===== src/rtl/ct_cp0_lpmd_pkg.sv =====
// ---------------------------------------------------------------------------
// ct_cp0_lpmd_pkg
// Shared definitions for the CP0 low-power-mode controller:
//   - FSM state encoding (IDLE/REQ/LPMD/WAKE)
//   - lpmd instruction mode codes
//   - lpmd_b codes driven to BIU/HAD
//   - encode_lpmd_b(): maps an instruction mode onto its lpmd_b code
// ---------------------------------------------------------------------------
package ct_cp0_lpmd_pkg;

   typedef enum logic [1:0] {
      ST_IDLE = 2'b00,
      ST_REQ  = 2'b01,
      ST_LPMD = 2'b10,
      ST_WAKE = 2'b11
   } lpmd_state_e;

   localparam logic [1:0] MODE_WAIT = 2'b00;
   localparam logic [1:0] MODE_DOZE = 2'b01;
   localparam logic [1:0] MODE_STOP = 2'b10;

   localparam logic [1:0] LPMD_B_NORMAL = 2'b11;
   localparam logic [1:0] LPMD_B_WAIT   = 2'b10;
   localparam logic [1:0] LPMD_B_DOZE   = 2'b01;
   localparam logic [1:0] LPMD_B_STOP   = 2'b00;

   // The reserved mode 11 falls into the default arm and behaves as WAIT.
   function automatic logic [1:0] encode_lpmd_b(input logic [1:0] mode);
      logic [1:0] code;
      case (mode)
         MODE_DOZE: code = LPMD_B_DOZE;
         MODE_STOP: code = LPMD_B_STOP;
         default:   code = LPMD_B_WAIT;
      endcase
      return code;
   endfunction

endpackage


===== src/rtl/ct_cp0_lpmd_mc_if.sv =====
// ---------------------------------------------------------------------------
// ct_cp0_lpmd_mc_if
// Per-unit no-op handshake bundle between the CP0 lpmd controller and the
// NUM_UNIT maskable execution units.
//   unit_en            : 1 = unit takes part in the handshake
//   unit_no_op         : per-unit idle acknowledge
//   cp0_unit_no_op_req : per-unit no-op request from CP0
// master = CP0 controller side, slave = unit/environment side.
// ---------------------------------------------------------------------------
interface ct_cp0_lpmd_mc_if #(
   parameter int NUM_UNIT = 4
);
   logic [NUM_UNIT-1:0] unit_en;
   logic [NUM_UNIT-1:0] unit_no_op;
   logic [NUM_UNIT-1:0] cp0_unit_no_op_req;

   modport master (
      input  unit_en,
      input  unit_no_op,
      output cp0_unit_no_op_req
   );

   modport slave (
      output unit_en,
      output unit_no_op,
      input  cp0_unit_no_op_req
   );
endinterface


===== src/rtl/ct_cp0_lpmd_cnt.sv =====
// ---------------------------------------------------------------------------
// ct_cp0_lpmd_cnt
// Saturating TMO_W-bit up-counter with synchronous clear, count enable and a
// terminal-compare output. One instance is shared by the ack-timeout (REQ)
// and wake-settle (WAKE) phases; the parent selects the compare value.
//   clk, rst : clock and synchronous active-high reset
//   clr      : force the count to zero (wins over en)
//   en       : count up by one, holding at all-ones
//   term_val : value compared against the current count
//   term_hit : current count equals term_val
// ---------------------------------------------------------------------------
module ct_cp0_lpmd_cnt #(
   parameter int TMO_W = 8
) (
   input  logic             clk,
   input  logic             rst,
   input  logic             clr,
   input  logic             en,
   input  logic [TMO_W-1:0] term_val,
   output logic             term_hit
);

   logic [TMO_W-1:0] cnt_q;
   logic [TMO_W-1:0] cnt_d;

   // Saturation keeps a long REQ phase from wrapping back to zero.
   always_comb begin
      cnt_d = cnt_q;
      if (clr) begin
         cnt_d = '0;
      end else if (en && (cnt_q != {TMO_W{1'b1}})) begin
         cnt_d = cnt_q + 1'b1;
      end
   end

   always_ff @(posedge clk) begin
      if (rst) begin
         cnt_q <= '0;
      end else begin
         cnt_q <= cnt_d;
      end
   end

   assign term_hit = (cnt_q == term_val);

endmodule


===== src/rtl/ct_cp0_lpmd_mc.sv =====
// ---------------------------------------------------------------------------
// ct_cp0_lpmd_mc
// CP0 low-power-mode controller. Takes an lpmd (WFI-class) instruction,
// requests no-op from all enabled units, enters the selected low-power mode
// once every enabled unit acks, waits for a wake source, holds a wake-settle
// delay and then completes the instruction.
// Ports:
//   forever_cpuclk, cpurst       : ungated clock, sync active-high reset
//   inst_lpmd_ex1_ex2, _mode     : lpmd instruction and its mode
//   rtu_yy_xx_flush              : pipeline flush (honoured only in REQ)
//   rtu_yy_xx_dbgon              : debug mode; restores the clock, aborts REQ
//   had_cp0_xx_dbg               : debug wake source
//   regs_lpmd_int_vld            : interrupt wake source / early exit
//   unit_if                      : per-unit no-op handshake (master side)
//   cp0_biu_lpmd_b/cp0_had_lpmd_b: registered lpmd_b code
//   cp0_yy_clk_en                : core clock enable (&lpmd_b)
//   lpmd_cmplt, lpmd_ack_tmo     : one-cycle complete / timeout-abort pulses
//   lpmd_top_cur_state           : FSM state
// ---------------------------------------------------------------------------
module ct_cp0_lpmd_mc
   import ct_cp0_lpmd_pkg::*;
#(
   parameter int NUM_UNIT = 4,
   parameter int TMO_W    = 8,
   parameter int WAKE_DLY = 4
) (
   input  logic                   forever_cpuclk,
   input  logic                   cpurst,
   input  logic                   inst_lpmd_ex1_ex2,
   input  logic [1:0]             inst_lpmd_mode,
   input  logic                   rtu_yy_xx_flush,
   input  logic                   rtu_yy_xx_dbgon,
   input  logic                   had_cp0_xx_dbg,
   input  logic                   regs_lpmd_int_vld,
   ct_cp0_lpmd_mc_if.master       unit_if,
   output logic [1:0]             cp0_biu_lpmd_b,
   output logic [1:0]             cp0_had_lpmd_b,
   output logic                   cp0_yy_clk_en,
   output logic                   lpmd_cmplt,
   output logic                   lpmd_ack_tmo,
   output logic [1:0]             lpmd_top_cur_state
);

   localparam logic [TMO_W-1:0] TMO_TERM  = {TMO_W{1'b1}};
   localparam logic [TMO_W-1:0] WAKE_TERM = TMO_W'(WAKE_DLY - 1);

   lpmd_state_e         state_q, state_d;
   logic [1:0]          mode_q, mode_d;
   logic [1:0]          lpmd_b_q, lpmd_b_d;
   logic [NUM_UNIT-1:0] unit_en;
   logic [NUM_UNIT-1:0] unit_no_op;
   logic [NUM_UNIT-1:0] no_op_req;
   logic                all_ack;
   logic                req_abort;
   logic                wake_src;
   logic                cnt_clr;
   logic                cnt_en;
   logic                cnt_hit;
   logic [TMO_W-1:0]    cnt_term;
   logic                cmplt;
   logic                tmo;

   assign unit_en    = unit_if.unit_en;
   assign unit_no_op = unit_if.unit_no_op;

   // Masked-off units count as already idle.
   assign all_ack   = &(unit_no_op | ~unit_en);
   assign req_abort = rtu_yy_xx_flush | rtu_yy_xx_dbgon;
   assign wake_src  = regs_lpmd_int_vld | had_cp0_xx_dbg | rtu_yy_xx_dbgon;

   // Counter is held at zero outside REQ/WAKE so each phase starts from 0
   // on its first cycle; the compare value follows the active phase.
   assign cnt_clr  = (state_q == ST_IDLE) || (state_q == ST_LPMD);
   assign cnt_en   = (state_q == ST_REQ)  || (state_q == ST_WAKE);
   assign cnt_term = (state_q == ST_WAKE) ? WAKE_TERM : TMO_TERM;

   ct_cp0_lpmd_cnt #(
      .TMO_W    (TMO_W)
   ) u_cnt (
      .clk      (forever_cpuclk),
      .rst      (cpurst),
      .clr      (cnt_clr),
      .en       (cnt_en),
      .term_val (cnt_term),
      .term_hit (cnt_hit)
   );

   // Next-state, lpmd_b and pulse outputs. REQ priority: abort, pending
   // interrupt (early exit), ack, timeout. Debug mode always restores the
   // normal lpmd_b code regardless of state.
   always_comb begin
      state_d   = state_q;
      mode_d    = mode_q;
      lpmd_b_d  = lpmd_b_q;
      no_op_req = '0;
      cmplt     = 1'b0;
      tmo       = 1'b0;
      case (state_q)
         ST_IDLE: begin
            if (inst_lpmd_ex1_ex2 && !rtu_yy_xx_flush) begin
               state_d = ST_REQ;
               mode_d  = inst_lpmd_mode;
            end
         end
         ST_REQ: begin
            no_op_req = unit_en;
            if (req_abort) begin
               state_d = ST_IDLE;
            end else if (regs_lpmd_int_vld) begin
               state_d = ST_IDLE;
               cmplt   = 1'b1;
            end else if (all_ack) begin
               state_d  = ST_LPMD;
               lpmd_b_d = encode_lpmd_b(mode_q);
            end else if (cnt_hit) begin
               state_d = ST_IDLE;
               cmplt   = 1'b1;
               tmo     = 1'b1;
            end
         end
         ST_LPMD: begin
            if (wake_src) begin
               state_d  = ST_WAKE;
               lpmd_b_d = LPMD_B_NORMAL;
            end
         end
         ST_WAKE: begin
            if (cnt_hit) begin
               state_d = ST_IDLE;
               cmplt   = 1'b1;
            end
         end
         default: state_d = ST_IDLE;
      endcase
      if (rtu_yy_xx_dbgon) begin
         lpmd_b_d = LPMD_B_NORMAL;
      end
   end

   always_ff @(posedge forever_cpuclk) begin
      if (cpurst) begin
         state_q  <= ST_IDLE;
         mode_q   <= MODE_WAIT;
         lpmd_b_q <= LPMD_B_NORMAL;
      end else begin
         state_q  <= state_d;
         mode_q   <= mode_d;
         lpmd_b_q <= lpmd_b_d;
      end
   end

   assign unit_if.cp0_unit_no_op_req = no_op_req;
   assign cp0_biu_lpmd_b     = lpmd_b_q;
   assign cp0_had_lpmd_b     = lpmd_b_q;
   assign cp0_yy_clk_en      = &lpmd_b_q;
   assign lpmd_cmplt         = cmplt;
   assign lpmd_ack_tmo       = tmo;
   assign lpmd_top_cur_state = state_q;

endmodule


===== src/flat_wrapper.sv =====
// flat-port wrapper written by rule: the top's interface ports become plain ports
module ct_cp0_lpmd_mc_flat import ct_cp0_lpmd_pkg::*;
#(
   parameter int NUM_UNIT = 4,
   parameter int TMO_W    = 8,
   parameter int WAKE_DLY = 4
)
  (forever_cpuclk, cpurst, inst_lpmd_ex1_ex2, inst_lpmd_mode, rtu_yy_xx_flush, rtu_yy_xx_dbgon, had_cp0_xx_dbg, regs_lpmd_int_vld, cp0_biu_lpmd_b, cp0_had_lpmd_b, cp0_yy_clk_en, lpmd_cmplt, lpmd_ack_tmo, lpmd_top_cur_state, unit_if_unit_en, unit_if_unit_no_op, unit_if_cp0_unit_no_op_req);
  ct_cp0_lpmd_mc_if #(.NUM_UNIT(NUM_UNIT)) unit_if_i ();
  input  logic forever_cpuclk;
  input  logic cpurst;
  input  logic inst_lpmd_ex1_ex2;
  input  logic [1:0] inst_lpmd_mode;
  input  logic rtu_yy_xx_flush;
  input  logic rtu_yy_xx_dbgon;
  input  logic had_cp0_xx_dbg;
  input  logic regs_lpmd_int_vld;
  output logic [1:0] cp0_biu_lpmd_b;
  output logic [1:0] cp0_had_lpmd_b;
  output logic cp0_yy_clk_en;
  output logic lpmd_cmplt;
  output logic lpmd_ack_tmo;
  output logic [1:0] lpmd_top_cur_state;
  input wire logic [$bits(unit_if_i.unit_en)-1:0] unit_if_unit_en;
  input wire logic [$bits(unit_if_i.unit_no_op)-1:0] unit_if_unit_no_op;
  output wire logic [$bits(unit_if_i.cp0_unit_no_op_req)-1:0] unit_if_cp0_unit_no_op_req;
  assign unit_if_i.unit_en = unit_if_unit_en;
  assign unit_if_i.unit_no_op = unit_if_unit_no_op;
  assign unit_if_cp0_unit_no_op_req = unit_if_i.cp0_unit_no_op_req;
  ct_cp0_lpmd_mc #(.NUM_UNIT(NUM_UNIT), .TMO_W(TMO_W), .WAKE_DLY(WAKE_DLY)) u_core (.forever_cpuclk(forever_cpuclk), .cpurst(cpurst), .inst_lpmd_ex1_ex2(inst_lpmd_ex1_ex2), .inst_lpmd_mode(inst_lpmd_mode), .rtu_yy_xx_flush(rtu_yy_xx_flush), .rtu_yy_xx_dbgon(rtu_yy_xx_dbgon), .had_cp0_xx_dbg(had_cp0_xx_dbg), .regs_lpmd_int_vld(regs_lpmd_int_vld), .unit_if(unit_if_i), .cp0_biu_lpmd_b(cp0_biu_lpmd_b), .cp0_had_lpmd_b(cp0_had_lpmd_b), .cp0_yy_clk_en(cp0_yy_clk_en), .lpmd_cmplt(lpmd_cmplt), .lpmd_ack_tmo(lpmd_ack_tmo), .lpmd_top_cur_state(lpmd_top_cur_state));
endmodule

===== config.mk =====
export PLATFORM = sky130hd
export DESIGN_NAME = ct_cp0_lpmd_mc_flat
export DESIGN_NICKNAME = d
export VERILOG_FILES = /design/src/rtl/ct_cp0_lpmd_pkg.sv /design/src/rtl/ct_cp0_lpmd_mc_if.sv /design/src/rtl/ct_cp0_lpmd_cnt.sv /design/src/rtl/ct_cp0_lpmd_mc.sv /design/src/flat_wrapper.sv
export SDC_FILE = /design/constraint.sdc
export NUM_CORES = 1
export LEC_CHECK = 0
export BUFFER_PORTS_ARGS = -buffer_cell sky130_fd_sc_hd__buf_2
export CAP_MARGIN = 20
export CORE_MARGIN = 2
export CORE_UTILIZATION = 40
export CTS_BUF_LIST = sky130_fd_sc_hd__clkbuf_8
export CTS_CLUSTER_DIAMETER = 120
export DETAILED_ROUTE_END_ITERATION = 10
export PLACE_DENSITY = 0.65
export SYNTH_ARGS = -nofsm -noshare
export SYNTH_HDL_FRONTEND = slang
export SYNTH_SLANG_ARGS = --single-unit

===== constraint.sdc =====
create_clock -name forever_cpuclk -period 2.5 [get_ports forever_cpuclk]
set_input_delay 0.5 -clock forever_cpuclk [delete_from_list [all_inputs] [get_ports forever_cpuclk]]
set_output_delay 0.5 -clock forever_cpuclk [all_outputs]
set_load 0.01 [all_outputs]

; ---- Word-level counts from Yosys, hierarchy flattened
; Index checks and enable logic that the tools add are counted.
[op_classes]
addsub = 1
n_eq_ne = 12
mux = 22
bitwise = 5
n_reduce_logical = 14
[ops]
columns = cell, n
row1 = $mux W2, 9
row2 = $add A8 B1 Y8 const B, 1
row3 = $eq A8 B8 Y1, 1
row4 = $mux W8, 1
row5 = $ne A8 B8 Y1 const B, 1
row6 = $pmux W2 S2, 2
row7 = $pmux W2 S4, 1
row8 = $mux W1, 7
row9 = $eq A2 B2 Y1 const B, 3
row10 = $ne A2 B2 Y1 const B, 3
row11 = $reduce_and A2 Y1, 3
row12 = $reduce_and A5 Y1, 1
row13 = $eq A2 B1 Y1 const B, 2
row14 = $mux W4, 1
row15 = $ne A2 B1 Y1 const B, 2
row16 = $not A4 Y4, 1
row17 = $or A4 B4 Y4, 1
row18 = $reduce_and A4 Y1, 1
row19 = $reduce_or A2 Y1, 2
row20 = $or A1 B1 Y1, 3
row21 = $logic_and A1 B1 Y1, 2
row22 = $logic_not A2 Y1, 1
row23 = $logic_or A1 B1 Y1, 2
row24 = $pmux W1 S2, 1
row25 = other kinds (2), 2
[word_totals]
register_bits = 14
in_bits = 17
out_inout_bits = 13
elab_cells = 58

; ---- Logic depth before layout (Yosys ltp)
[logic_depth]
word_depth = 8
mapped_depth = 6
mapped_depth_nobuf = 5

; ---- Modules after synthesis
; From an unflattened synthesis, not the netlist that was laid out.
[unflattened]
hier_cells = 117
hier_area_um2 = 974.7
[modules_own_cells]
columns = mod, instances, cells_each, area_each_um2, seq_area_each_um2
row1 = ct_cp0_lpmd_cnt, 1, 56, 509.2, 160.2
row2 = ct_cp0_lpmd_mc, 1, 61, 465.4, 120.1

; ---- Least setup slack after synthesis
; OpenSTA, ideal clock, no wires.
[synth_path]
path_type = in2out
from = input port rtu_yy_xx_flush
to = output port lpmd_ack_tmo
arrival_ns = 1.564
required_ns = 2.000
slack_ns = 0.436
cell_stages = 5
n_path_buf = 1
cell_sequence = or4b_1 -> buf_2 -> nor2_1 -> nand2_1 -> a21oi_1
[synth_between]
elab_chain_len = 3
[synth_rtl]
columns = item, line_no
row1 = start: declaration, flat_wrapper.sv:14  ; input logic rtu_yy_xx_flush;
row2 = $or A1 B1 Y1, ct_cp0_lpmd_mc.sv:68  ; assign req_abort = rtu_yy_xx_flush | rtu_yy_xx_dbgon;
row3 = $mux W1, ct_cp0_lpmd_mc.sv:107  ; if (req_abort) begin
row4 = $mux W1, ct_cp0_lpmd_mc.sv:98  ; case (state_q)
row5 = end: declaration, flat_wrapper.sv:22  ; output logic lpmd_ack_tmo;
; Every way passes these cells.

; ---- Worst setup path after layout
[layout_path]
from = register u_core.u_cnt.cnt_q[0]
to = output port lpmd_ack_tmo
[layout_between]
elab_chain_len = 6
[layout_rtl]
columns = item, line_no
row1 = start: declaration, ct_cp0_lpmd_cnt.sv:23  ; logic [TMO_W-1:0] cnt_q;
row2 = start signal: assignment, ct_cp0_lpmd_cnt.sv:40  ; cnt_q <= cnt_d;
row3 = $eq A8 B8 Y1, ct_cp0_lpmd_cnt.sv:44  ; assign term_hit = (cnt_q == term_val);
row4 = $mux W1, ct_cp0_lpmd_mc.sv:115  ; end else if (cnt_hit) begin
row5 = $mux W1, ct_cp0_lpmd_mc.sv:112  ; end else if (all_ack) begin
row6 = $mux W1, ct_cp0_lpmd_mc.sv:109  ; end else if (regs_lpmd_int_vld) begin
row7 = $mux W1, ct_cp0_lpmd_mc.sv:107
row8 = $mux W1, ct_cp0_lpmd_mc.sv:98
; Every way passes these cells.

==> flow_metrics.env <==
export IMPL_cts_max_level=1
export IMPL_finalCriticalPeriod_ns=2.34
export IMPL_post_route_cells_drive_above_1_share_pct=27.1
export IMPL_drc=0
export IMPL_timing_reg2reg_setup_slack_ns=0.85
export IMPL_power_density_cell_area_nw_per_um2=486
export IMPL_report_final_setup_viol=0
export IMPL_cp_max_fo=5
export IMPL_ctsLongestPathBuffers=2
export IMPL_cts_sinks=14
export IMPL_tightest_slew_ns=0.589
export IMPL_worstSetupEndpoint="lpmd_ack_tmo"
export IMPL_synth_top_area_share_pct=33.4
export IMPL_cts_repair_timing_setup_buffer_count=0
export IMPL_post_drt_via_cell_ratio=5.21
export IMPL_clk_insertion_delay_late_ns=0.25
export IMPL_die_area_sq_um=2480
export IMPL_buffer_ports_inserted=29
export IMPL_worst_clock_skew_ns=0.00575
export IMPL_die_height_microns=49.8
export IMPL_floorplan_core_area_sq_um=1960
export IMPL_syn_avg_cell_area_sq_um=7.91
export IMPL_num_vias=833
export IMPL_hold_class="primary input to flop"
export IMPL_cts_resized=0
export IMPL_global_route_overflow_total=0
export IMPL_rr_endpoint="u_core.cp0_biu_lpmd_b[0]"
export IMPL_crit_chain="ha_1 -> nor4b_1 -> nand4_1 -> a21oi_1 -> buf_2"
export IMPL_timing_max_slew_rel_slack_pct=60.7
export IMPL_grt_pass1_wl_microns=3170
export IMPL_worstReg2RegStart="u_core.lpmd_top_cur_state[0]"
export IMPL_grtUsageTotal_pct=16.8
export IMPL_critical_path_buf_inv_count=1
export IMPL_core_rowCount=16
export IMPL_worst_setup_path_type="flop to primary output"
export IMPL_synth_lib_cells_used_distinct=34
export IMPL_route_final_wire_length_microns=1810
export IMPL_number_of_synthesized_register_bits=14
export IMPL_cts_made_buffers=3
export IMPL_synth_largest_area_cell="sky130_fd_sc_hd__dfxtp_1"
export IMPL_crit_path_max_incr_delay_ns=0.49
export IMPL_drt_first_iter_violations=12
export IMPL_first_pass_iters=4
export IMPL_netlist_area_sq_um=838
export IMPL_diodes=0
export IMPL_timing_final_crit_share_pct=93.6
export IMPL_worstSetupStartpointType="flop"
export IMPL_worstPathRequired_ns=2.00
export IMPL_number_of_antenna_violations_at_the_first_check_in_global_routing=0
export IMPL_ys_warn_count=0
export IMPL_worstSetupPathDepth=5
export IMPL_initial_utilization_pct=42.7
export IMPL_finalMaxSlewViolations=0
export IMPL_cap_violations=0
export IMPL_critical_path_endpoint_type="primary output"
export IMPL_fin_hold_viols=0
export IMPL_result_of_the_run="completed"
export IMPL_worst_ir_drop_vdd_v=0.000356
export IMPL_synth_top_cells_by_area="sky130_fd_sc_hd__dfxtp_1 33%, sky130_fd_sc_hd__nor2_1 6.3%, sky130_fd_sc_hd__nand2_1 4.0%"
export IMPL_area_delta_synth_final_pct=23.4
export IMPL_timing_critical_path_max_delay_family="simple AND/OR/NAND/NOR gates"
export IMPL_post_synth_inst_count=106
export IMPL_top_level_ports=30
export IMPL_routability_cong=0.945
export IMPL_maximum_frequency_from_static_timing_analysis_ghz=0.427
export IMPL_vias_in_the_first_global_route=763
export IMPL_largest_net_degree_at_the_start_of_global_routing=13
export IMPL_dp_hpwl_microns=1450
export IMPL_finish_net_count=153
export IMPL_layout_cell_area_non_filler_sq_um=1030
export IMPL_route_antenna_remaining_nets=0
export IMPL_crit_path_top_delay_cell="sky130_fd_sc_hd__nor4b_1"
export IMPL_floorplan_die_width_microns=49.8
export IMPL_worst_setup_hold_path_clk_slew_ns=0.06
export IMPL_critPathArrivalTime_ns=1.84
export IMPL_post_drt_wl_per_cell_microns=11.3
export IMPL_ys_seq_area_share_pct=33.4
export IMPL_reg2reg_depth=3
export IMPL_postLayoutCoreUtil_pct=52.7
export IMPL_setup_worst_path_start="u_core.u_cnt.cnt_q[0]"
export IMPL_dpl_cell_area_sq_um=978
export IMPL_synth_fp_nets=125
export IMPL_cts_tree="done"
export IMPL_total_leakage_power_uw=0.000446
export IMPL_ctsRootBufferMaster="sky130_fd_sc_hd__clkbuf_8"
export IMPL_unrepaired_setup_endpoints_after_global_routing="false"
export IMPL_timing_setup_tns_ns=0
export IMPL_hold_buffers=0
==> cell type report <==
| class | count | area (sq um) |
|---|---|---|
| repair buffers | 30 | 153 |
| flip-flops and latches | 14 | 282 |
| inverters | 4 | 15.0 |
| clock buffers | 4 | 55.1 |
| multi-input cells | 81 | 497 |
| fillers | 203 | 927 |
| well taps | 27 | 33.8 |
==> tightest hold or removal path: cells and delay by family <==
family,cells,cell delay (ns)
buffers and inverters,1,0.07
muxes,1,0.05
and+or+nand+nor,1,0.07
==> routing by layer <==
layer	routed length, microns	track usage [%]
met5	0	0
met2	783	26.2
met1	861	21.1
met4	19	8.33
met3	142	4.85
==> worst min path at each step <==
stage | from | to | slack, ns | depth (start not counted)
floorplan | u_core.mode_q[1] | u_core.mode_q[1] | 0.46 | 2
global placement | u_core.mode_q[1] | u_core.mode_q[1] | 0.49 | 2
detailed placement | u_core.mode_q[1] | u_core.mode_q[1] | 0.49 | 2
CTS | rtu_yy_xx_dbgon | u_core.cp0_biu_lpmd_b[1] | 0.49 | 3
global route | rtu_yy_xx_dbgon | u_core.cp0_biu_lpmd_b[0] | 0.50 | 3
finish | inst_lpmd_mode[1] | u_core.mode_q[1] | 0.49 | 3
==> cells in the mapped netlist <==
cell type	instances
sky130_fd_sc_hd__inv_1	4
sky130_fd_sc_hd__or2b_1	4
sky130_fd_sc_hd__ha_1	2
sky130_fd_sc_hd__o311ai_0	1
sky130_fd_sc_hd__o311a_1	2
sky130_fd_sc_hd__or4b_1	1
sky130_fd_sc_hd__buf_2	1
sky130_fd_sc_hd__xor2_1	1
sky130_fd_sc_hd__nand2_1	9
sky130_fd_sc_hd__and2_1	4
sky130_fd_sc_hd__nor2b_1	1
sky130_fd_sc_hd__xnor2_1	1
sky130_fd_sc_hd__nand3_1	4
sky130_fd_sc_hd__and2b_1	1
sky130_fd_sc_hd__clkbuf_1	2
sky130_fd_sc_hd__o2111ai_1	2
sky130_fd_sc_hd__buf_4	3
sky130_fd_sc_hd__o21ai_0	3
sky130_fd_sc_hd__nor3_1	4
sky130_fd_sc_hd__nor4b_1	2
sky130_fd_sc_hd__a21oi_1	3
sky130_fd_sc_hd__a31oi_1	5
sky130_fd_sc_hd__nor2_1	14
sky130_fd_sc_hd__nand2b_1	3
sky130_fd_sc_hd__o41ai_1	1
sky130_fd_sc_hd__or2_2	1
sky130_fd_sc_hd__buf_6	1
sky130_fd_sc_hd__or4_1	1
sky130_fd_sc_hd__and3_1	2
sky130_fd_sc_hd__mux2i_1	3
sky130_fd_sc_hd__o31ai_1	2
sky130_fd_sc_hd__nor4_1	2
sky130_fd_sc_hd__dfxtp_1	14
sky130_fd_sc_hd__nand4_1	2
==> logic make-up (layout without fill, tap and decap cells) <==
logic type      count (synthesis)  after routing  share of synthesized area (%)
mux                             3              3                           3.58
fa+ha+maj                       2              2                           2.98
buf+inv                        11             38                           7.31
compound gates                 19             19                           15.7
xor+xnor                        2              2                           2.09
simple gates                   55             55                           34.9
flops                          14             14                           33.4
==> report_power, final <==
group          internal [uW]  total (uW)  switching, uW
combinational           25.8        51.1           25.3
sequential               228         233           5.10
clock                    139         219           79.4
total                    393         503            110
==> through the flow <==
| step | std cells | hold WS, ns | power (uW) | setup slack [ns] |
|---|---|---|---|---|
| 2_1_floorplan | 106 | 0.460 | 265 | 0.436 |
| 3_5_place_dp | 156 | 0.487 | 289 | 0.214 |
| 6_report | 160 | 0.489 | 503 | 0.159 |
| 3_3_place_gp | 156 | 0.489 | 287 | 0.271 |
| 4_1_cts | 160 | 0.488 | 511 | 0.0607 |
| 5_1_grt | 160 | 0.503 | 529 | 0.0229 |
==> layout by cell type, fill, tap and decap left out, types with 3 or more instances in the layout <==
cell,count
sky130_fd_sc_hd__inv_1,4
sky130_fd_sc_hd__clkbuf_8,4
sky130_fd_sc_hd__a31oi_1,5
sky130_fd_sc_hd__buf_2,29
sky130_fd_sc_hd__nor3_1,4
sky130_fd_sc_hd__mux2i_1,3
sky130_fd_sc_hd__or2b_1,4
sky130_fd_sc_hd__a21oi_1,3
sky130_fd_sc_hd__nor2_1,14
sky130_fd_sc_hd__and2_1,4
sky130_fd_sc_hd__nand2_1,9
sky130_fd_sc_hd__o21ai_0,3
sky130_fd_sc_hd__nand2b_1,3
sky130_fd_sc_hd__nand3_1,4
sky130_fd_sc_hd__dfxtp_1,13
==> sequential cells by signal, indices dropped and copies added (netlist names) <==
register                   count
u_core.u_cnt.cnt_q             8
u_core.cp0_biu_lpmd_b          2
u_core.lpmd_top_cur_state      2
u_core.mode_q                  2
Note: power is estimated with default switching activity, not from simulation.
